`src/rtl/seq_gen_pkg.sv`:
```
// seq_gen_pkg: shared types and reflected-Gray helpers for the 4-bit sequence generator and checker
package seq_gen_pkg;
  localparam int WORD_W = 4;
  typedef enum logic [1:0] {HUNT, TRACK, LOCKED, SLIP} state_e;
  function automatic logic [WORD_W-1:0] gray2bin(input logic [WORD_W-1:0] g);
    logic [WORD_W-1:0] b;
    b[WORD_W-1] = g[WORD_W-1];
    for (int i = WORD_W-2; i >= 0; i--) b[i] = b[i+1] ^ g[i];
    return b;
  endfunction
  function automatic logic [WORD_W-1:0] bin2gray(input logic [WORD_W-1:0] b);
    return b ^ (b >> 1);
  endfunction
  function automatic logic [WORD_W-1:0] gray_step(input logic [WORD_W-1:0] r, input logic dir);
    logic [WORD_W-1:0] b;
    b = gray2bin(r);
    return bin2gray(dir ? b - WORD_W'(1) : b + WORD_W'(1));
  endfunction
endpackage

```
`src/rtl/seq_check4bit.sv`:
```
// seq_check4bit: locks onto the generator's Gray sequence, flags and counts slips, drops lock on repeated errors
module seq_check4bit
  import seq_gen_pkg::*;
#(
  parameter int LOCK_CNT   = 4,
  parameter int UNLOCK_ERR = 2,
  parameter int CNT_W      = 8
) (
  input  logic             clk,
  input  logic             rst_n,
  input  logic             A,
  input  logic             w,
  input  logic             x,
  input  logic             y,
  input  logic             z,
  output logic             locked,
  output logic             err,
  output logic [CNT_W-1:0] err_cnt
);
  localparam logic [3:0] LOCK_C  = 4'(LOCK_CNT);
  localparam logic [3:0] UNLCK_C = 4'(UNLOCK_ERR);
  logic [WORD_W-1:0] word, exp_w, ref_q, ref_d;
  logic [3:0] good_q, good_d, bad_q, bad_d;
  logic [CNT_W-1:0] cnt_q, cnt_d, cnt_inc;
  state_e state_q, state_d;
  logic a_q, locked_q, locked_d, err_q, err_d, match;
  assign word    = {w, x, y, z};
  assign locked  = locked_q;
  assign err     = err_q;
  assign err_cnt = cnt_q;
  always_comb begin
    exp_w   = gray_step(ref_q, A);
    match   = word == exp_w;
    cnt_inc = (cnt_q == '1) ? cnt_q : cnt_q + CNT_W'(1);
    state_d = state_q;
    ref_d   = ref_q;
    good_d  = good_q;
    bad_d   = bad_q;
    err_d   = 1'b0;
    cnt_d   = cnt_q;
    if (A != a_q) begin
      ref_d   = word;
      good_d  = '0;
      bad_d   = '0;
      state_d = TRACK;
    end else begin
      case (state_q)
        HUNT: begin
          ref_d   = word;
          good_d  = '0;
          bad_d   = '0;
          state_d = TRACK;
        end
        TRACK: begin
          ref_d   = word;
          good_d  = match ? good_q + 4'd1 : 4'd0;
          state_d = (match && good_q + 4'd1 == LOCK_C) ? LOCKED : TRACK;
        end
        LOCKED: begin
          // flywheel: once locked, the reference advances on its own so one bad word cannot derail it
          ref_d   = exp_w;
          err_d   = !match;
          cnt_d   = match ? cnt_q : cnt_inc;
          bad_d   = match ? bad_q : 4'd1;
          state_d = match ? LOCKED : (UNLCK_C == 4'd1 ? HUNT : SLIP);
        end
        SLIP: begin
          ref_d   = exp_w;
          err_d   = !match;
          cnt_d   = match ? cnt_q : cnt_inc;
          bad_d   = match ? 4'd0 : bad_q + 4'd1;
          state_d = match ? LOCKED : (bad_q + 4'd1 == UNLCK_C ? HUNT : SLIP);
        end
      endcase
    end
    locked_d = state_d == LOCKED || state_d == SLIP;
  end
  always_ff @(posedge clk) begin
    if (!rst_n) begin
      state_q  <= HUNT;
      ref_q    <= '0;
      good_q   <= '0;
      bad_q    <= '0;
      a_q      <= 1'b0;
      locked_q <= 1'b0;
      err_q    <= 1'b0;
      cnt_q    <= '0;
    end else begin
      state_q  <= state_d;
      ref_q    <= ref_d;
      good_q   <= good_d;
      bad_q    <= bad_d;
      a_q      <= A;
      locked_q <= locked_d;
      err_q    <= err_d;
      cnt_q    <= cnt_d;
    end
  end
endmodule

```
`config.mk`:
```
export PLATFORM = sky130hd
export DESIGN_NAME = seq_check4bit
export DESIGN_NICKNAME = d
export VERILOG_FILES = /design/src/rtl/seq_gen_pkg.sv /design/src/rtl/seq_check4bit.sv
export SDC_FILE = /design/constraint.sdc
export NUM_CORES = 1
export LEC_CHECK = 0
export ABC_AREA = 1
export CAP_MARGIN = 20
export CORE_MARGIN = 2
export CORE_UTILIZATION = 35
export DETAILED_ROUTE_END_ITERATION = 7
export GPL_TIMING_DRIVEN = 1
export PLACE_DENSITY = 0.61
export SLEW_MARGIN = 20
export SYNTH_ARGS = -nofsm -noshare
export SYNTH_HDL_FRONTEND = slang
export SYNTH_SLANG_ARGS = --single-unit
```
`constraint.sdc`:
```
create_clock -name clk -period 3.2 [get_ports clk]
set_clock_uncertainty 0.1 [all_clocks]
set_input_delay 0.64 -clock clk [delete_from_list [all_inputs] [get_ports clk]]
set_output_delay 0.64 -clock clk [all_outputs]
set_load 0.02 [all_outputs]
```
* Yosys cells after proc, flatten, opt, wreduce, memory -nomap -nowiden
Cells that the tools add are included.
Widths: inputs -> output; s select.
** Storage, ports and cells
- Logic and storage cells :: 59
- Input bits :: 7
- Output and inout port bits :: 10
- Bits in registers :: 25
** Operators by class
- Muxes and demuxes :: 14
- Reductions and logical operators :: 12
- Bitwise gates (word level) :: 9
- $add $sub $neg :: 5
- Equal/unequal tests :: 11
** Operators by type and width (number)
- $mux 4 :: 5
- $pmux 4 s2 :: 2
- $add 4x1->4 const B :: 3
- $pmux 4 s3 :: 1
- $add 8x1->8 const B :: 1
- $eq 2x2->1 const B :: 4
- $eq 8x8->1 const B :: 1
- $mux 2 :: 4
- $pmux 2 s4 :: 1
- $reduce_or 2->1 :: 3
- $not 1->1 :: 5
- $eq 4x2->1 const B :: 1
- $eq 4x3->1 const B :: 1
- $eq 4x4->1 :: 1
- $reduce_and 4->1 :: 1
- $sub 4x1->4 const B :: 1
- $xor 4x3->4 :: 1
- $reduce_bool 3->1 :: 1
- $reduce_or 3->1 :: 1
- $xor 1x1->1 :: 3
- $eq 2x1->1 const B :: 1
- $logic_not 2->1 :: 1
- $ne 2x2->1 const B :: 1
- $reduce_and 2->1 :: 1
- other kinds (6) :: 6

* Depth between registers and ports, before layout
Gate-level depths: netlist (run 1).
- Depth in word-level cells :: 13
- Depth in mapped cells :: 18

* Worst setup path after synthesis (run 1)
No wires, ideal clock.
- Path kind :: input to register
- From :: input port A
- To :: register cnt_q[0] (netlist: err_cnt[0])
- Path buffers :: 1
- Data arrival time :: 2.133 ns
- Setup time :: 0.115 ns
- Setup slack :: 0.851 ns
- Stages :: 10
- Required time :: 2.985 ns
- Cells stage by stage :: ha_1 > a21oi_1 > nand3_1 > nand3_1 > nand2_2 > nor2_8 > nand2_8 > buf_6 > a21oi_1 > nor2_1
** On the way
- Word-level cells in the longest chain between the ends :: 5
** Ends and longest elaborated chain
- from (decl) :: line seq_check4bit.sv:11 : input logic A,
- $mux 4 :: line seq_gen_pkg.sv:17 : return bin2gray(dir ? b - WORD_W'(1) : b + WORD_W'(1));
- $xor 4x3->4 :: line seq_gen_pkg.sv:12 : return b ^ (b >> 1);
- $eq 4x4->1 :: line seq_check4bit.sv:33 : match = word == exp_w;
- $not 1->1 (no line)
- $reduce_and 4->1 (no line) (*)
- to (signal assigned) :: line seq_check4bit.sv:96 : cnt_q <= cnt_d;
- to (decl) :: line seq_check4bit.sv:24 : logic [CNT_W-1:0] cnt_q, cnt_d, cnt_inc;
Mark *: on every way between the ends. The rest lies on a longest branch, timed or not.
A chain may end at the register's enable or synchronous reset.

* Final worst setup path (run 1)
- From :: input port A
- To :: register cnt_q[4] (netlist: err_cnt[4])
Same word-level chain as after synthesis.

==> results of run 1 <==
kinds of logic after synthesis:
| family | count (synthesis) | share of synthesized area |
|---|---|---|
| flip-flops | 25 | 0.316 |
| AO/OA/AOI/OAI | 29 | 0.0980 |
| adder cells (fa/ha/maj) | 6 | 0.0474 |
| AND/OR/NAND/NOR | 117 | 0.378 |
| buffers and inverters | 35 | 0.0885 |
| XOR/XNOR | 13 | 0.0719 |
cells in the final DEF (no fill, tap or decap), types with 2 or more instances in the layout:
cell type        count
nand2_1             48
nand3_2              6
ha_1                 6
xnor2_1              7
dfxtp_1             25
inv_1               29
nand3_1             32
buf_4                2
xor2_1               6
clkdlybuf4s50_1     16
a21oi_1             24
nor2_1              11
nand4_1              5
clkbuf_8             3
o21ai_0              3
nand2_2              9
Yosys cell counts (3+ instances only):
| cell type | number |
|---|---|
| a21oi_1 | 24 |
| clkbuf_1 | 3 |
| dfxtp_1 | 25 |
| ha_1 | 6 |
| inv_1 | 29 |
| nand2_1 | 48 |
| nand2_2 | 9 |
| nand3_1 | 32 |
| nand3_2 | 6 |
| nand4_1 | 5 |
| nor2_1 | 11 |
| o21ai_0 | 3 |
| xnor2_1 | 7 |
| xor2_1 | 6 |
worst min-delay path by stage:
stage             start        to  slack [ns]  depth (start not counted)
2_1_floorplan  bad_q[3]  bad_q[3]        0.35                          2
3_3_place_gp   bad_q[3]  bad_q[3]        0.36                          2
3_5_place_dp   bad_q[3]  bad_q[3]        0.37                          2
4_1_cts        bad_q[3]  bad_q[3]        0.39                          2
5_1_grt        bad_q[2]  bad_q[2]        0.42                          2
6_report       bad_q[3]  bad_q[3]        0.38                          2
stage by stage:
stage	cell area (sq um)	utilization	power, mW	worst slack [ns]	std cells
5_1_grt	1840	0.423	0.698	0.324	294
4_1_cts	1840	0.423	0.668	0.522	294
2_1_floorplan	1580	-	0.450	0.851	225
3_5_place_dp	1800	0.412	0.478	0.254	290
3_3_place_gp	1800	0.412	0.476	0.274	290
6_report	1840	0.423	0.654	0.534	294
registers in the layout, indices dropped and copies added (netlist names):
signal   flops
locked       1
bad_q        4
err_cnt      8
state_q      2
ref_q        4
good_q       4
err          1
a_q          1
critical path, stage by stage:
cell,delay [ns]
clkdlybuf4s50_1,0.42
ha_1,0.36
a21oi_1,0.32
nand3_1,0.18
nand3_1,0.13
nand2_2,0.09
nor2_8,0.16
nand2_8,0.12
nand2_2,0.15
nand2_1,0.07
a21oi_1,0.13
power by group:
group / switching, mW / leakage (nW) / internal [mW]
registers: 0.00403 / 0.203 / 0.315
logic: 0.0981 / 0.580 / 0.0520
clock network: 0.0979 / 0.0255 / 0.0870
total: 0.200 / 0.809 / 0.454
cell type report:
cell class	instances	area (sq um)	area share
Timing Repair Buffer	18	175	0.0951
Clock buffer	3	41.3	0.0224
Inverter	30	113	0.0611
Clock inverter	1	5.00	0.00272
Multi-Input combinational cell	165	942	0.512
Sequential cell	25	500	0.272
Tap cell	52	65.1	0.0353
per-layer routing:
layer | GRT usage | routed length, microns | vias to the layer above
met4 | 0.0524 | 46 | 0
met2 | 0.214 | 1340 | 18
met3 | 0.0183 | 92 | 5
met1 | 0.183 | 1640 | 629
li1 | - | - | 770
met5 | 0 | 0 | -
==> run metrics, run 1 <==
Required @ worst endpoint=around 3.3 ns; total gr overflow=0; number of port buffers=16; drt pass-1 iters=4; largest net degree at the start of global routing=19; Ports=17; Clock Pin Slew Worst Setup and Hold Paths=0.09 ns; Reg2Reg Setup Slack=around 0.76 ns; DRC Markers=0; mapped cell area=1580 sq um; gate count after technology mapping=225; Setup-failing EPs final=0; # Post-CTS Setup Buffers=0; largest cells by area after synthesis=dfxtp_1, nand2_1, nand3_1; worst hold path type=reg2reg; Routed Antenna Nets=0; dpl hpwl=2.36 mm; routed vias/inst=around 4.8; Final Hold Violating Endpoints=0; cell row count=24; die span in y=around 71 microns; critical path type=in2reg; largest area contributor in the netlist=dfxtp_1; via count=between 1000 and 1500; initial antenna violation count=0; Clock Latency Late Sink=about 0.27 ns; root buf cell=clkbuf_8; Clock Sinks=25; antenna cells=0; Final Cycle Share=0.833; Max Slew Vio Count=0; WL final=3.12 mm; sequential share of the synthesized area=0.316; Yosys cell types=25; Die W=just over 70 microns; number of enable flip-flop cells after synthesis=0; wire length per cell=~11 microns; vias in the first global route=about 1300; WHS=~0.38 ns; min Tclk post-route=roughly 2.7 ns; Max-slew headroom=0.722; Final Wtd Congestion=0.865; Yosys warnings=0; GRT Total Usage=0.134; CP startpoint kind=input pin; max-cap violations=0; f_max=375 MHz; H-tree depth=1; Worst-Margin Slew=~0.42 ns; R2R cell count=13; ys async rst share=0; RSZ-0062 raised after global routing=no; power per cell area=between 300 and 400 nW/um^2; Die ar.=slightly above 5000 sq um; Avg Inst Size Synth=about 7 sq um; initial drt markers=between 50 and 60; critical path endpoint category=register; Final TNS setup=0 ns; static leakage=~0.81 nW; RR Startpoint=ref_q[2]; Hold Buf Count CTS=0; Syn Nets=approximately 240; Post-synth top flop=dfxtp_1; Worst Path Arrival=2.77 ns; deepest clock path buffer count=2; Worst Setup EP=err_cnt[4]; core footprint=4350 sq um; area grow syn2layout=16.4%; first-pass GRT wire length=5.62 mm; r2r endpoint=err_cnt[4]; CP startpoint=A; Filler cells=around 450; maximum vdd drop=between 100 and 150 uV; Starting Density=0.364; TritonCTS buffer count=3; critical path fanouts, max=18; fraction of layout instances using a drive strength above 1=0.112; Post-CTS Resized=0; Synth top area share=0.316; # nets final=roughly 260; CTS tree=built; Seq cells post-synth=25; status=finished, final reports clean
(Power assumes the default switching activity.)
==> run 2, diff against run 1 <==
==> constraint.sdc (replaced) <==
create_clock -name clk -period 2.6 [get_ports clk]
set_clock_uncertainty 0.1 [all_clocks]
set_input_delay 0.52 -clock clk [delete_from_list [all_inputs] [get_ports clk]]
set_output_delay 0.52 -clock clk [all_outputs]
set_load 0.02 [all_outputs]
==> run metrics, run 2 (synthesis results as in run 1) <==
status=finished, final reports clean; Reg area=slightly above 500 sq um; # nets final=about 270; CP top delay family=simple AND/OR/NAND/NOR gates; first-pass GRT wire length=~5.7 mm; GRT Total Usage=0.140; worst hold path type=reg2reg; RSZ-0062 raised after global routing=no; Final Hold Violating Endpoints=0; Max Slew Vio Count=0; Filler cells=449; combinational power share=0.265; WHS=0.380 ns; H-tree depth=1; total gr overflow=0; min Tclk post-route=around 2.3 ns; DRC Markers=0; Ports=17; NetSw=259 uW; number of flip-flops in the largest register=8; RR Startpoint=ref_q[3]; Setup-failing EPs final=0; deepest clock path buffer count=2; Worst-Margin Slew=0.413 ns; max-cap violations=0; Crit-path slowest cell=dfxtp_4; number of port buffers=16; drt pass-1 iters=5; Final TNS setup=0 ns; area grow syn2layout=24.6%; Routed Antenna Nets=0; Clock Sinks=25; Die W=~71 microns; power per cell area=432 nW/um^2; R2R cell count=18; CP peak stage delay=0.39 ns; antenna cells=0; critical path cell sequence=inv_2 > nand2_1 > nand3_2 > nand2_2 > inv_1 > ha_1 > nand2_1 > inv_1 > nand2_2 > nand2_2 > nand2_1 > nand3_1 > nand3_1 > nand2_2 > nand2_8 > nand2_2 > nand2_1 > a21oi_1; f_max=between 400 and 500 MHz; Clock Pin Slew Worst Setup and Hold Paths=approximately 0.09 ns; critical path fanouts, max=18; r2r endpoint=err_cnt[5]; Required @ worst endpoint=~2.7 ns; Worst Hold Depth=2; Clk network pwr share=0.273; CTS tree=built; initial antenna violation count=0; routed vias/inst=roughly 4.8; Pwr Total=851 uW; Max-slew headroom=0.724; Final Cycle Share=0.901; Sw Ratio=0.304; critical path endpoint category=register; Flop pwr share=0.462; initial drt markers=44; Starting Density=0.364; min-delay src=bad_q[3]; largest net degree at the start of global routing=19; core footprint=approximately 4400 sq um; TritonCTS buffer count=3; dpl hpwl=roughly 2.4 mm; root buf cell=clkbuf_8; cell row count=24; wire length per cell=about 10 microns; maximum vdd drop=a little under 200 uV; fraction of layout instances using a drive strength above 1=0.176; worst path bufs/invs=3; via count=around 1500; most frequent cells in the layout=nand2_1, nand3_1, inv_1; Worst Path Arrival=between 2 and 2.5 ns; footprint of the multi-input gates=around 970 sq um; commonest non-fill, non-tap cell in the layout=nand2_1; hold-critical path endpoint=bad_q[3]; Hold Buf Count CTS=0; WL final=around 3.2 mm; Clock Latency Late Sink=0.27 ns; Final Wtd Congestion=around 0.79; static leakage=between 0.8 and 0.9 nW; Die ar.=5080 sq um; fin util=0.453; vias in the first global route=around 1400; CP startpoint kind=register; Reg2Reg Setup Slack=0.26 ns; Most Frequent Cell on Critical Path=nand2_2; die span in y=about 71 microns; internal cell power=592 uW; critical path type=reg2reg
run 2: worst register-to-register path, cell delays in order (launching register included):
cell and delay [ns]:
dfxtp_4 0.39, inv_2 0.05, nand2_1 0.06, nand3_2 0.09
nand2_2 0.09, inv_1 0.04, ha_1 0.29, nand2_1 0.07
inv_1 0.04, nand2_2 0.09, nand2_2 0.06, nand2_1 0.10
nand3_1 0.11, nand3_1 0.10, nand2_2 0.12, nand2_8 0.15
nand2_2 0.13, nand2_1 0.09, a21oi_1 0.06
run 2: repair_timing:
item | 4_1_cts | 5_1_grt
endpoints found under the setup margin | 0 | 17
hold endpoints to repair | 0 | 0
buffers inserted | 0 | 0
gates resized for setup | 0 | 8
run 2: stage by stage:
stage	cells	area (sq um)	setup slack (ns)
detailed placement	303	1890	-0.218
global route	307	1970	0.00941
CTS	307	1940	0.0686
global placement	303	1890	-0.140
finish	307	1970	0.257
floorplan	225	1580	0.371
run 2: metal layers:
layer,global-route usage,routed length (microns)
met1,0.188,1620
met2,0.219,1440
met3,0.0169,86
met4,0.0776,65
met5,0,0
run 2: final cells by class:
cell class,count,share of cell area
inverter,30,0.0571
timing repair buffer,31,0.140
tap,52,0.0330
multi-input combinational,165,0.491
clock buffer,4,0.0228
sequential,25,0.256
run 2: how the worst max path moves through the flow:
stage | from | endpoint | slack [ns] | cells after the start
floorplan | A | err_cnt[0] | 0.37 | 10
global placement | A | err_cnt[7] | -0.14 | 15
detailed placement | A | err_cnt[5] | -0.22 | 11
CTS | A | err_cnt[5] | 0.07 | 11
global route | ref_q[2] | good_q[3] | 0.009 | 18
finish | ref_q[3] | err_cnt[5] | 0.26 | 18
run 2: power groups by stage:
stage / combinational (mW) / clock, mW / sequential, mW
after global routing: 0.253 / 0.268 / 0.394
after CTS: 0.221 / 0.245 / 0.393
final: 0.225 / 0.233 / 0.393
after floorplan: 0.153 / 0 / 0.401
after detailed placement: 0.220 / 0 / 0.402
after global placement: 0.218 / 0 / 0.402
==> run 3, diff against run 2 <==
--- a/config.mk
+++ b/config.mk
@@ -10,8 +10,9 @@
 export CORE_MARGIN = 2
 export CORE_UTILIZATION = 35
 export DETAILED_ROUTE_END_ITERATION = 7
+export DONT_BUFFER_PORTS = 1
 export GPL_TIMING_DRIVEN = 1
-export PLACE_DENSITY = 0.61
+export PLACE_DENSITY = 0.56
 export SLEW_MARGIN = 20
 export SYNTH_ARGS = -nofsm -noshare
 export SYNTH_HDL_FRONTEND = slang
==> run metrics, run 3 (synthesis results as in run 1) <==
WHS=0.252 ns; max-cap violations=0; critical path type=reg2reg; Final TNS setup=0 ns; power per cell area=approximately 470 nW/um^2; initial drt markers=57; static leakage=0.746 nW; dpl hpwl=~2.3 mm; Filler cells=450; DRC Markers=0; number of flip-flops in the largest register=8; min Tclk post-route=around 2.3 ns; Die W=between 70 and 80 microns; Clock Pin Slew Worst Setup and Hold Paths=0.09 ns; Clock Latency Late Sink=~0.27 ns; internal cell power=between 500 and 600 uW; Max-slew headroom=0.640; Reg2Reg Setup Slack=0.27 ns; GRT Total Usage=0.135; first-pass GRT wire length=around 5.6 mm; Post-CTS Resized=0; critical path endpoint category=register; Required @ worst endpoint=roughly 2.7 ns; Final Hold Violating Endpoints=0; deepest clock path buffer count=2; commonest non-fill, non-tap cell in the layout=nand2_1; wire length per cell=10.9 microns; root buf cell=clkbuf_8; core footprint=between 4000 and 5000 sq um; routed vias/inst=just under 5; Clk network pwr share=0.292; total gr overflow=0; vias in the first global route=about 1300; # Post-CTS Setup Buffers=0; Die ar.=a little over 5000 sq um; largest net degree at the start of global routing=19; Clock Sinks=25; r2r endpoint=good_q[3]; TritonCTS buffer count=3; status=finished, final reports clean; Worst Hold Depth=2; f_max=~430 MHz; Sw Ratio=0.307; # nets final=approximately 240; Final Cycle Share=0.898; WL final=approximately 3.0 mm; fraction of layout instances using a drive strength above 1=0.129; RSZ-0062 raised after global routing=no; most frequent cells in the layout=nand2_1, nand3_1, inv_1; Max Slew Vio Count=0; Flop pwr share=0.492; Setup-failing EPs final=0; die span in y=around 70 microns; Starting Density=0.364; via count=1341; hold-critical path endpoint=a_q; combinational power share=0.216; drt pass-1 iters=4; Worst Path Arrival=about 2.4 ns; critical path fanouts, max=18; R2R cell count=17; Worst-Margin Slew=0.538 ns; NetSw=about 250 uW; cell row count=24; antenna cells=0; Final Wtd Congestion=0.734; worst hold path type=in2reg; CTS tree=built; H-tree depth=1; RR Startpoint=ref_q[3]; CP startpoint kind=register; Routed Antenna Nets=0; area grow syn2layout=6.56%; maximum vdd drop=266 uV; Ports=17; Hold Buf Count CTS=0; initial antenna violation count=0; number of port buffers=0; min-delay src=A
run 3: cell types whose count changed in the layout (fill, tap and decap cells not counted), sizes merged:
cell and delta:
buf -14, clkdlybuf4s50 -15, dlymetal6s2s -1
run 3: how the worst max path moves through the flow:
stage	from	end
finish	ref_q[3]	good_q[3]
global route	ref_q[3]	err_cnt[4]
CTS	ref_q[3]	err_cnt[5]
detailed placement	ref_q[3]	err_cnt[2]
global placement	ref_q[3]	err_cnt[5]
floorplan	A	err_cnt[0]
run 3: cell type report:
cell class	instances	area (sq um)	area share
Clock buffer	4	45.0	0.0267
Inverter	30	113	0.0668
Multi-Input combinational cell	165	953	0.565
Sequential cell	25	503	0.298
Tap cell	52	65.1	0.0386
Timing Repair Buffer	1	7.51	0.00445
run 3: critical path, stage by stage, from the launching register on:
cell,delay [ns]
dfxtp_2,0.37
inv_2,0.05
nand2_2,0.06
nand3_2,0.09
nand2_2,0.09
inv_1,0.05
ha_1,0.31
nand2_1,0.07
inv_1,0.04
nand2_2,0.09
nand3_1,0.12
nand3_1,0.13
nand2_2,0.09
nor2_8,0.16
nand2_8,0.12
nor2_4,0.14
nand2_1,0.06
a21oi_1,0.12
run 3: per-stage QoR:
| stage | worst slack [ns] | instance area (sq um) | power [mW] | instances | util |
|---|---|---|---|---|---|
| global route | 0.0170 | 1690 | 0.852 | 277 | 0.387 |
| floorplan | 0.371 | 1580 | 0.554 | 225 | - |
| detailed placement | 0.189 | 1630 | 0.573 | 273 | 0.374 |
| global placement | 0.207 | 1630 | 0.574 | 273 | 0.374 |
| finish | 0.265 | 1690 | 0.800 | 277 | 0.387 |
| CTS | 0.162 | 1670 | 0.806 | 277 | 0.384 |
run 3: power groups by stage:
stage / Clock, mW / Sequential [mW] / Combinational, mW
floorplan: 0 / 0.401 / 0.153
detailed placement: 0 / 0.402 / 0.171
global route: 0.259 / 0.395 / 0.198
finish: 0.234 / 0.393 / 0.173
global placement: 0 / 0.402 / 0.172
CTS: 0.241 / 0.393 / 0.172
run 3: metal layers:
layer	GRT usage	routed length, microns	vias up	part of all wire
met5	0	0	-	0
met4	0.0629	66	0	0.022
met3	0.0239	121	6	0.040
met2	0.211	1320	19	0.44
met1	0.181	1520	585	0.50
li1	-	-	731	-
